File: src/rtl/murax_board_pkg.sv
// rtl/murax_board_pkg.sv - shared constants and helpers for the Murax board I/O block
package murax_board_pkg;

    localparam int PWM_W   = 8;
    localparam int LED_OFS = 0;

    // Ceiling log2; returns 0 for values of 0 or 1.
    function automatic int clog2(input int value);
        int r;
        r = 0;
        for (int i = 0; i < 31; i++) begin
            if ((1 << i) < value) begin
                r = i + 1;
            end
        end
        return r;
    endfunction

    // Buttons sit directly above the LED readback bits.
    function automatic int btn_ofs(input int led_w);
        return LED_OFS + led_w;
    endfunction

endpackage

File: src/rtl/murax_debounce_cell.sv
// rtl/murax_debounce_cell.sv - per-button synchroniser and debounce counter
module murax_debounce_cell
    import murax_board_pkg::*;
#(
    parameter int DB_CYCLES = 60000
) (
    input  logic clk_i,
    input  logic rst_i,
    input  logic btn_n_i,
    output logic pressed_o
);

    localparam int CW = (clog2(DB_CYCLES) < 1) ? 1 : clog2(DB_CYCLES);

    logic [1:0]    sync_q;
    logic          state_q;
    logic          state_d;
    logic [CW-1:0] cnt_q;
    logic [CW-1:0] cnt_d;
    logic          synced_pressed;

    assign synced_pressed = ~sync_q[1];

    // Count while the synced level disagrees with the accepted state; any agreement restarts the count.
    always_comb begin
        state_d = state_q;
        cnt_d   = '0;
        if (synced_pressed != state_q) begin
            if (cnt_q == CW'(DB_CYCLES - 1)) begin
                state_d = synced_pressed;
            end else begin
                cnt_d = cnt_q + CW'(1);
            end
        end
    end

    // Synchroniser flops reset to the released level so reset never reports a press.
    always_ff @(posedge clk_i or posedge rst_i) begin
        if (rst_i) begin
            sync_q  <= 2'b11;
            state_q <= 1'b0;
            cnt_q   <= '0;
        end else begin
            sync_q  <= {sync_q[0], btn_n_i};
            state_q <= state_d;
            cnt_q   <= cnt_d;
        end
    end

    assign pressed_o = state_q;

endmodule

File: src/rtl/murax_board_io.sv
// rtl/murax_board_io.sv - Murax board I/O: core reset stretch, button debounce, LED drive (optional MURAX_LED_PWM_EN)
module murax_board_io
    import murax_board_pkg::*;
#(
    parameter int GPIO_W     = 32,
    parameter int LED_W      = 8,
    parameter int BTN_W      = 4,
    parameter int DB_CYCLES  = 60000,
    parameter int POR_CYCLES = 4096
) (
    input  logic              io_mainClk,
    input  logic              io_asyncReset,
    input  logic [GPIO_W-1:0] io_gpio_write,
    input  logic [GPIO_W-1:0] io_gpio_writeEnable,
    output logic [GPIO_W-1:0] io_gpio_read,
    input  logic [BTN_W-1:0]  btn_n,
    output logic [LED_W-1:0]  io_led,
    output logic              io_coreReset
);

    localparam int PC      = clog2(POR_CYCLES + 1);
    localparam int BTN_OFS = btn_ofs(LED_W);

    logic [1:0]       rst_sync_q;
    logic [PC-1:0]    por_cnt_q;
    logic [PC-1:0]    por_cnt_d;
    logic             core_reset_q;
    logic [LED_W-1:0] led_q;
    logic [BTN_W-1:0] btn_pressed;
    logic             unused_gpio;

    // Hold the POR count until the release has crossed the synchroniser, then saturate at POR_CYCLES.
    always_comb begin
        por_cnt_d = por_cnt_q;
        if (rst_sync_q[1] && (por_cnt_q != PC'(POR_CYCLES))) begin
            por_cnt_d = por_cnt_q + PC'(1);
        end
    end

    // Reset stretcher: asynchronous assert, synchronous release after the full hold count.
    always_ff @(posedge io_mainClk or posedge io_asyncReset) begin
        if (io_asyncReset) begin
            rst_sync_q   <= 2'b00;
            por_cnt_q    <= '0;
            core_reset_q <= 1'b1;
        end else begin
            rst_sync_q   <= {rst_sync_q[0], 1'b1};
            por_cnt_q    <= por_cnt_d;
            core_reset_q <= (por_cnt_d != PC'(POR_CYCLES));
        end
    end

    assign io_coreReset = core_reset_q;

    // LED register takes each write bit only where its enable is set.
    always_ff @(posedge io_mainClk or posedge io_asyncReset) begin
        if (io_asyncReset) begin
            led_q <= '0;
        end else begin
            led_q <= io_gpio_write[LED_W-1:0] & io_gpio_writeEnable[LED_W-1:0];
        end
    end

    for (genvar g = 0; g < BTN_W; g++) begin : g_btn
        murax_debounce_cell #(
            .DB_CYCLES(DB_CYCLES)
        ) u_db (
            .clk_i    (io_mainClk),
            .rst_i    (io_asyncReset),
            .btn_n_i  (btn_n[g]),
            .pressed_o(btn_pressed[g])
        );
    end

    // Read map: LED readback, debounced buttons, zeros above.
    always_comb begin
        io_gpio_read                    = '0;
        io_gpio_read[LED_OFS +: LED_W]  = led_q;
        io_gpio_read[BTN_OFS +: BTN_W]  = btn_pressed;
    end

`ifdef MURAX_LED_PWM_EN
    logic [PWM_W-1:0] pwm_cnt_q;
    logic [PWM_W-1:0] duty_q;
    logic [PWM_W-1:0] duty_in;

    assign duty_in = io_gpio_write[GPIO_W-1 -: PWM_W] & io_gpio_writeEnable[GPIO_W-1 -: PWM_W];

    // Free-running PWM counter; duty is sampled only on wrap so a period is never split.
    always_ff @(posedge io_mainClk or posedge io_asyncReset) begin
        if (io_asyncReset) begin
            pwm_cnt_q <= '0;
            duty_q    <= '0;
        end else begin
            pwm_cnt_q <= pwm_cnt_q + PWM_W'(1);
            if (pwm_cnt_q == '1) begin
                duty_q <= duty_in;
            end
        end
    end

    assign io_led = led_q & {LED_W{pwm_cnt_q < duty_q}};
`else
    assign io_led = led_q;
`endif

    assign unused_gpio = ^{io_gpio_write, io_gpio_writeEnable};

endmodule

File: config.mk
export PLATFORM = sky130hd
export DESIGN_NAME = murax_board_io
export DESIGN_NICKNAME = d
export VERILOG_FILES = /design/src/rtl/murax_board_pkg.sv /design/src/rtl/murax_debounce_cell.sv /design/src/rtl/murax_board_io.sv
export SDC_FILE = /design/constraint.sdc
export NUM_CORES = 1
export LEC_CHECK = 0
export BUFFER_PORTS_ARGS = -buffer_cell sky130_fd_sc_hd__buf_4
export CAP_MARGIN = 20
export CORE_MARGIN = 8
export CORE_UTILIZATION = 45
export CTS_CLUSTER_SIZE = 20
export DETAILED_ROUTE_END_ITERATION = 7
export PLACE_DENSITY = 0.68
export SLEW_MARGIN = 40
export SYNTH_ARGS = -nofsm -noshare
export SYNTH_HDL_FRONTEND = slang
export SYNTH_HIERARCHICAL = 1
export SYNTH_SLANG_ARGS = --single-unit
File: constraint.sdc
create_clock -name io_mainClk -period 2.4 [get_ports io_mainClk]
set_input_delay 0.36 -clock io_mainClk [delete_from_list [all_inputs] [get_ports io_mainClk]]
set_output_delay 0.36 -clock io_mainClk [all_outputs]
set_load 0.01 [all_outputs]
==> results of run 1 <==
-- sequential cells by signal, summed over array words and instances, names as in the netlist --
register,cells
g_btn.u_db/pressed_o,4
g_btn.u_db/cnt_q,64
rst_sync_q,2
io_coreReset,1
io_led,8
por_cnt_q,13
g_btn.u_db/sync_q,8
-- cell usage after synthesis (2+ instances only) --
library cell  count
xnor2_1          49
nor3_1           21
or4b_1            4
dfrtp_1          91
dfstp_2           9
o21ai_0           4
conb_1            2
xor2_1           23
nand2_1          25
inv_1            19
buf_4            30
and2_1            8
nand4_1          28
and4_1            4
nor4_1           17
buf_8             4
ha_1              6
and3_1            3
nor4_2            4
nor2_1           77
or2_1             4
or3b_2            4
buf_6             6
nand3_1          20
a21oi_1           5
-- final cells by class --
type,count,area [um^2]
Fill cell,1013,5450
Timing Repair Buffer,44,330
Sequential cell,100,2510
Clock buffer,11,141
Inverter,19,71.3
Multi-Input combinational cell,342,2110
Clock inverter,5,43.8
Tap cell,140,175
-- power by group through the flow --
stage | clock network [W] | registers (W) | logic, W
2_1_floorplan | 0 | 0.00188 | 0.000378
3_3_place_gp | 0 | 0.00193 | 0.000355
3_5_place_dp | 0 | 0.00193 | 0.000371
4_1_cts | 0.00108 | 0.00190 | 0.000371
5_1_grt | 0.00115 | 0.00192 | 0.000416
6_report | 0.00103 | 0.00191 | 0.000365
-- metrics by stage --
stage	worst slack [ns]	cells	util	total power [W]
after floorplan	0.498	501	-	0.00225
after global placement	0.317	645	0.480	0.00228
after global routing	0.119	661	0.497	0.00349
final	0.257	661	0.497	0.00330
after detailed placement	0.259	645	0.480	0.00230
after CTS	0.231	661	0.497	0.00336
-- per-layer routing --
layer	part of all wire	wire length, um	GRT usage
met5	0	0	0
met4	0.015	133	0.0493
met3	0.055	491	0.0451
met2	0.50	4450	0.227
met1	0.43	3800	0.144
-- how the worst max path moves through the flow --
stage | startpoint | to | slack, ns | depth (start not counted)
after floorplan | por_cnt_q[0]$_DFF_PP0_ | io_coreReset$_DFF_PP1_ | 0.50 | 6
after global placement | por_cnt_q[0]$_DFF_PP0_ | io_coreReset$_DFF_PP1_ | 0.32 | 6
after detailed placement | por_cnt_q[0]$_DFF_PP0_ | io_coreReset$_DFF_PP1_ | 0.26 | 6
after CTS | por_cnt_q[0]$_DFF_PP0_ | io_coreReset$_DFF_PP1_ | 0.23 | 6
after global routing | por_cnt_q[0]$_DFF_PP0_ | io_coreReset$_DFF_PP1_ | 0.12 | 6
final | por_cnt_q[1]$_DFF_PP0_ | io_coreReset$_DFF_PP1_ | 0.26 | 6
-- worst max-delay path: cells and delay by family, from the launching register on --
kind            cells  cell delay, ns
compound gates      1            0.09
flops               1            0.43
fa+ha+maj           1            0.28
simple gates        3            1.08
xor+xnor            1            0.19
-- cells by family (layout without fill, tap and decap cells) --
group | after synthesis | after routing
buf+inv | 59 | 79
compound gates | 12 | 12
mux | 2 | 2
other cells | 2 | 21
xor+xnor | 73 | 73
flops | 100 | 100
fa+ha+maj | 6 | 6
simple gates | 228 | 228
==> summary.txt, run 1 <==
Cells and area
  • Final net count: 592
  • Leading cell type in the layout, fill and taps excluded: dfrtp_1
  • Antenna diode count: 0
  • Post-route cell area: approximately 5400 um^2
  • Most frequent cells in the layout: dfrtp_1 (91), nor2_1 (77), xnor2_1 (49), buf_4 (44), nand4_1 (28)
  • Syn-to-layout area delta: 8.22%
  • Layout cells sized above 1: 0.161

Timing
  • Fin crit period: 2.14 ns
  • Worst slew pin tran: 0.719 ns
  • Clk_skew: roughly 0.008 ns
  • TNS Setup: 0 ns
  • Final hold vios: 0
  • Worst hold slack: just under 0.06 ns
  • F_max: 467 MHz
  • Final period utilization: 0.893
  • RSZ-0062 raised after global routing: false
  • Slew HR: 0.520
  • Slew Limit Fails: 0
  • Final setup viols: 0

Placed design
  • Detail Placement HPWL: 6550 um
  • Post-Place Cell Area: ~5200 um^2
  • Number of I/O port buffers: 42
  • Routability congestion estimate: 0.812

Drt
  • Post-Route WL: ~9000 um
  • DRT iter0 DRCs: 188
  • Post-route DRC: 0
  • Vias post-DR: approximately 3.3k
  • Final ANT Viol Nets: 0
  • First drt pass iteration count: 4
  • Vias per cell: 5.03
  • Avg WL per Cell: 13.4 um

Critical path
  • Worst path arrival time: 2.44 ns
  • Critical path fanouts, max: 6
  • Reg-to-reg startpoint: por_cnt_q[1]$_DFF_PP0_
  • CP Launch Type: flop
  • Cell Chain, Critical Path: ha_1 -> nand3_1 -> nor4_4 -> xor2_2 -> o211ai_1 -> or4_1
  • Crit path kind: reg -> reg
  • Worst reg-to-reg path cell count: 6
  • CP required: 2.69 ns
  • Slowest Stage Delay on Critical Path: between 0.4 and 0.5 ns
  • Element type at the critical path end: flop
  • Reg2reg end: io_coreReset$_DFF_PP1_
  • Slowest cell on crit path: or4_1
  • Reg2reg setup slack: 0.26 ns

Clock network
  • CTS tree: yes
  • CTS root buf: clkbuf_8
  • Hold buffers post-CTS: 0
  • Buffer depth of the longest clock path: 2
  • Clk pin slew, worst setup/hold paths: 0.10 ns
  • CTS Buf Count: 9
  • CTS resizes: 0
  • Clock sink count: 100
  • Worst skew pair latency: around 0.38 ns
  • Post-CTS Setup Inserts: 0
  • Clock H-tree levels: 3

Global routing
  • Vias in the first global route: 3,423
  • Total GRT Usage: 0.131
  • Total gr overflow: 0
  • Pin count of the biggest net entering global routing: 25
  • First-pass GRT wire length: approximately 16,000 um
  • Initial antenna violation count: 0

Synthesis
  • Post-Synth XOR/XNOR Area: 0.130
  • Post-synth top flop: dfrtp_1
  • Post-synth EDFFs: 0
  • Synth area leaders: dfrtp_1 (46%), xnor2_1 (8.6%), nor2_1 (5.8%)
  • Cells after Synth: 482
  • Multiplexer area fraction after synthesis: 0.00427
  • Largest family of logic cells by synthesized area: simple AND/OR/NAND/NOR gates
  • Synthesized area: between 4000 and 5000 um^2
  • Post-synthesis cell type count: 40
  • Sequential share of the synthesized area: 0.505
  • Syn Area/Cell: 10.3 um^2
  • Synth warnings: 6
  • Asr flop ratio synth: 1.00
  • Area leader, netlist: dfrtp_1
  • Adder-cell share of the synthesized area: 0.0151
  • Simple-gate share of the synthesized area: 0.246
  • Seq cells post-synth: 100
  • Yosys top cell area share: 0.457
  • Compound-Gate Fraction of Synth Area: 0.0133

Die
  • Die Ht: 121 um
  • Row count: 38
  • Core box area: 10,800 um^2
  • Die area: 14,700 um^2
  • Top Ports: approximately 110
  • Die W: 121 um
  • Initial core utilization: 0.459

Power
  • Logic gate share of total power: 0.110
  • Sw Pwr: ~0.00095 W
  • Switching share of power: 0.288
  • Maximum vdd drop: between 400 and 500 uV
  • Power per cell area: 613 nW/um^2
  • Clock power frac: 0.313
  • Pint: around 0.0024 W
  • P_leak: 2.30 nW
  • Reg power frac: 0.577

Run status
  • Outcome: finished clean

Hold path
  • Hold WC Path Type: in -> async

Job
  • Max-cap violation count: 0
Note: power is estimated with default switching activity, not from simulation.
==> run 2: changes to the inputs <==
Settings changed: ABC_AREA set to 1, CORE_UTILIZATION 45 to 55, PLACE_DENSITY 0.68 to 0.8.
==> run 2 against run 1 <==
  * Critical path depth is 6 higher
  * Synthesized area is 9.8% higher
  * Cell count is 33% higher
  * Sequential power is 4% lower
  * Count of clock-buffer cells in the layout is 1 lower
  * Power is 2.6% higher
  * Die area is 8.8% lower
  * Combinational power is 9.3% higher
  * Register-to-register slack better by 0.28 ns
  * Critical endpoint unchanged
  * Largest cell class unchanged
  * Highest routed layer unchanged
==> summary.txt, run 2 <==
Drt
  • Vias per cell: 4.90 (-2.7%)
  • First drt pass iteration count: 4 (unchanged)
  • Vias post-DR: 4,313 (+30%)
  • DRT iter0 DRCs: 179 (-4.8%)
  • Post-Route WL: 10,700 um (+20%)
  • Final ANT Viol Nets: 0 (unchanged)
  • Post-route DRC: 0 (unchanged)
  • Avg WL per Cell: 12.1 um (-9.8%)

Power
  • Maximum vdd drop: 451 uV (-2.6%)
  • Total power draw: 0.00339 W (+2.6%)
  • Power per cell area: 571 nW/um^2 (-6.9%)
  • P_leak: 2.79 nW (+22%)

Placed design
  • Detail Placement HPWL: 7970 um (+22%)
  • Routability congestion estimate: 0.916 (+13%)
  • Cell total after placement: 864 (+34%)
  • DP Worst Slack: 0.533 ns (+0.274 ns)
  • Number of I/O port buffers: 42 (unchanged)

Clock network
  • Clock sink count: 100 (unchanged)
  • CTS Buf Count: 9 (unchanged)
  • Hold buffers post-CTS: 0 (unchanged)
  • Post-CTS Setup Inserts: 0 (unchanged)
  • Worst skew pair latency: 0.35 ns (-0.03 ns)
  • Clock H-tree levels: 3 (unchanged)
  • CTS resizes: 0 (unchanged)
  • Clk pin slew, worst setup/hold paths: 0.10 ns (about the same)
  • Buffer depth of the longest clock path: 2 (unchanged)
  • CTS tree: yes
  • CTS root buf: clkbuf_8

Synthesis
  • Post-synth EDFFs: 0 (unchanged)
  • Area leader, netlist: dfrtp_1
  • Synthesized area: 5470 um^2 (+9.8%)
  • Synth warnings: 6 (unchanged)
  • Cell with the most instances after synthesis: nand2_1
  • Synth cell count leaders: nand2_1 (185), nor2_1 (126), dfrtp_1 (91), inv_1 (74), nand3_1 (44)
  • Post-synth top flop: dfrtp_1
  • Post-synthesis cell type count: 31 (-23%)
  • Yosys top cell area share: 0.416 (-0.0410)
  • Asr flop ratio synth: 1.00 (unchanged)
  • Synth area leaders: dfrtp_1 (42%), nand2_1 (13%), nor2_1 (8.6%)
  • Seq cells post-synth: 100 (unchanged)
  • Sequential share of the synthesized area: 0.460 (-0.0453)
  • Syn Area/Cell: 7.75 um^2 (-25%)
  • Cells after Synth: 706 (+46%)

Global routing
  • Total gr overflow: 0 (unchanged)
  • Total GRT Usage: 0.169 (+0.0384)
  • Vias in the first global route: 4,347 (+27%)
  • Pin count of the biggest net entering global routing: 25 (unchanged)
  • First-pass GRT wire length: 18,600 um (+20%)
  • Initial antenna violation count: 0 (unchanged)

Die
  • Initial core utilization: 0.562 (+0.103)
  • Row count: 36 (-5.3%)
  • Top Ports: 111 (unchanged)
  • Die W: 116 um (-4.5%)
  • Die area: 13,400 um^2 (-8.8%)
  • Die Ht: 116 um (-4.5%)
  • Core box area: 9730 um^2 (-10%)

Timing
  • Fin crit period: 1.86 ns (-0.282 ns)
  • RSZ-0062 raised after global routing: false
  • Final setup viols: 0 (unchanged)
  • TNS Setup: 0 ns (unchanged)
  • Clk_skew: 0.0124 ns (+0.00441 ns)
  • F_max: 537 MHz (+15%)
  • Final period utilization: 0.775 (-0.117)
  • Final hold vios: 0 (unchanged)
  • Slew Limit Fails: 0 (unchanged)
  • Worst slew pin tran: 0.706 ns (-0.0130 ns)
  • Final critical-path setup slack: 0.539 ns (+0.282 ns)
  • Slew HR: 0.529 (+0.00865)

Critical path
  • Worst path arrival time: 2.16 ns (-0.28 ns)
  • CP Launch Type: flop
  • Critical path fanouts, max: 11 (+5)
  • CP required: 2.69 ns (about the same)
  • Crit path kind: reg -> reg
  • Element type at the critical path end: flop

Run status
  • Outcome: finished clean

Cells and area
  • Largest Register: g_btn.u_db/cnt_q
  • Largest registers: g_btn.u_db/cnt_q: 64 flops, por_cnt_q: 13 flops
  • Layout cells sized above 1: 0.150 (-0.0113)
  • Max reg flops: 64 (unchanged)
  • Leading cell type in the layout, fill and taps excluded: nand2_1
  • Syn-to-layout area delta: 8.60%
  • Antenna diode count: 0 (unchanged)
  • Most frequent cells in the layout: nand2_1 (185), nor2_1 (126), dfrtp_1 (91), inv_1 (70), nand3_1 (44)
  • Final net count: 818 (+38%)
  • Cell Count, Final, Fillers Out: 880 (+33%)

Hold path
  • Hold WC Path Type: in -> async

Job
  • Max-cap violation count: 0 (unchanged)
run 2: changes by cell type after synthesis, sizes merged, moves of 16 or more:
cell	delta
inv	+57
nand2	+178
nand3	+23
nor2	+72
nor3	-16
nor4	-22
xnor2	-42
run 2: cell type report:
class	instances	area, um^2
Fill cell	835	3790
Tap cell	133	166
Timing Repair Buffer	42	315
Clock buffer	10	128
Clock inverter	6	88.8
Inverter	76	285
Sequential cell	100	2510
Multi-Input combinational cell	513	2440
run 2: through the flow:
step | utilization | cell area (um^2) | hold slack (ns)
4_1_cts | 0.611 | 5940 | 0.0576
2_1_floorplan | - | 5540 | 0.310
3_3_place_gp | 0.588 | 5720 | 0.332
6_report | 0.611 | 5940 | 0.0588
3_5_place_dp | 0.588 | 5720 | 0.336
5_1_grt | 0.611 | 5940 | 0.0633
run 2: cell families (layout without fill, tap and decap cells):
| group | Yosys count | in the layout | share of synthesized area |
|---|---|---|---|
| and+or+nand+nor | 428 | 428 | 0.342 |
| buffers and inverters | 112 | 134 | 0.107 |
| DFF | 100 | 100 | 0.460 |
| xor gates and xnor gates | 30 | 30 | 0.0480 |
| AOI/OAI and AO/OA | 28 | 28 | 0.0281 |
| adders and majority gates | 6 | 6 | 0.0137 |
| other | 2 | 21 | 0.00137 |
run 2: report_power, final:
| part | switching [W] | internal [W] | total (W) | leakage (nW) |
|---|---|---|---|---|
| combinational | 0.000254 | 0.000145 | 0.000399 | 1.35 |
| clock | 0.000562 | 0.000588 | 0.00115 | 0.102 |
| sequential | 0.0000876 | 0.00175 | 0.00184 | 1.34 |
run 2: path summary, 6_finish.rpt:
check,end,slack (ns),start,depth (start not counted)
setup / recovery,io_coreReset$_DFF_PP1_,0.54,por_cnt_q[0]$_DFF_PP0_,12
hold / removal,por_cnt_q[5]$_DFF_PP0_,0.06,io_asyncReset,2
setup reg to reg,io_coreReset$_DFF_PP1_,0.54,por_cnt_q[0]$_DFF_PP0_,12
hold reg to reg,rst_sync_q[1]$_DFF_PP0_,0.35,rst_sync_q[0]$_DFF_PP0_,0
max in group asynchronous,g_btn[2].u_db/cnt_q[5]$_DFF_PP0_,1.79,io_asyncReset,2
min in group io_mainClk,g_btn[3].u_db/sync_q[0]$_DFF_PP1_,0.11,btn_n[3],1
run 2: critical path, stage by stage, from the launching register on:
cell	delay, ns
dfrtp_1	0.47
inv_1	0.12
ha_1	0.22
nand2_1	0.09
nor2_2	0.06
nand2_4	0.11
nand2_4	0.12
nand2_1	0.09
nand2_1	0.06
nor2_1	0.12
nand2_1	0.10
nor2_1	0.16
nand2_1	0.07
run 2: routing by layer:
layer,routed length (um),GRT usage,vias to the layer above
met3,540,0.0375,8
met5,0,0,-
met2,5210,0.296,111
met4,116,0.0545,0
li1,-,-,2201
met1,4790,0.202,1993
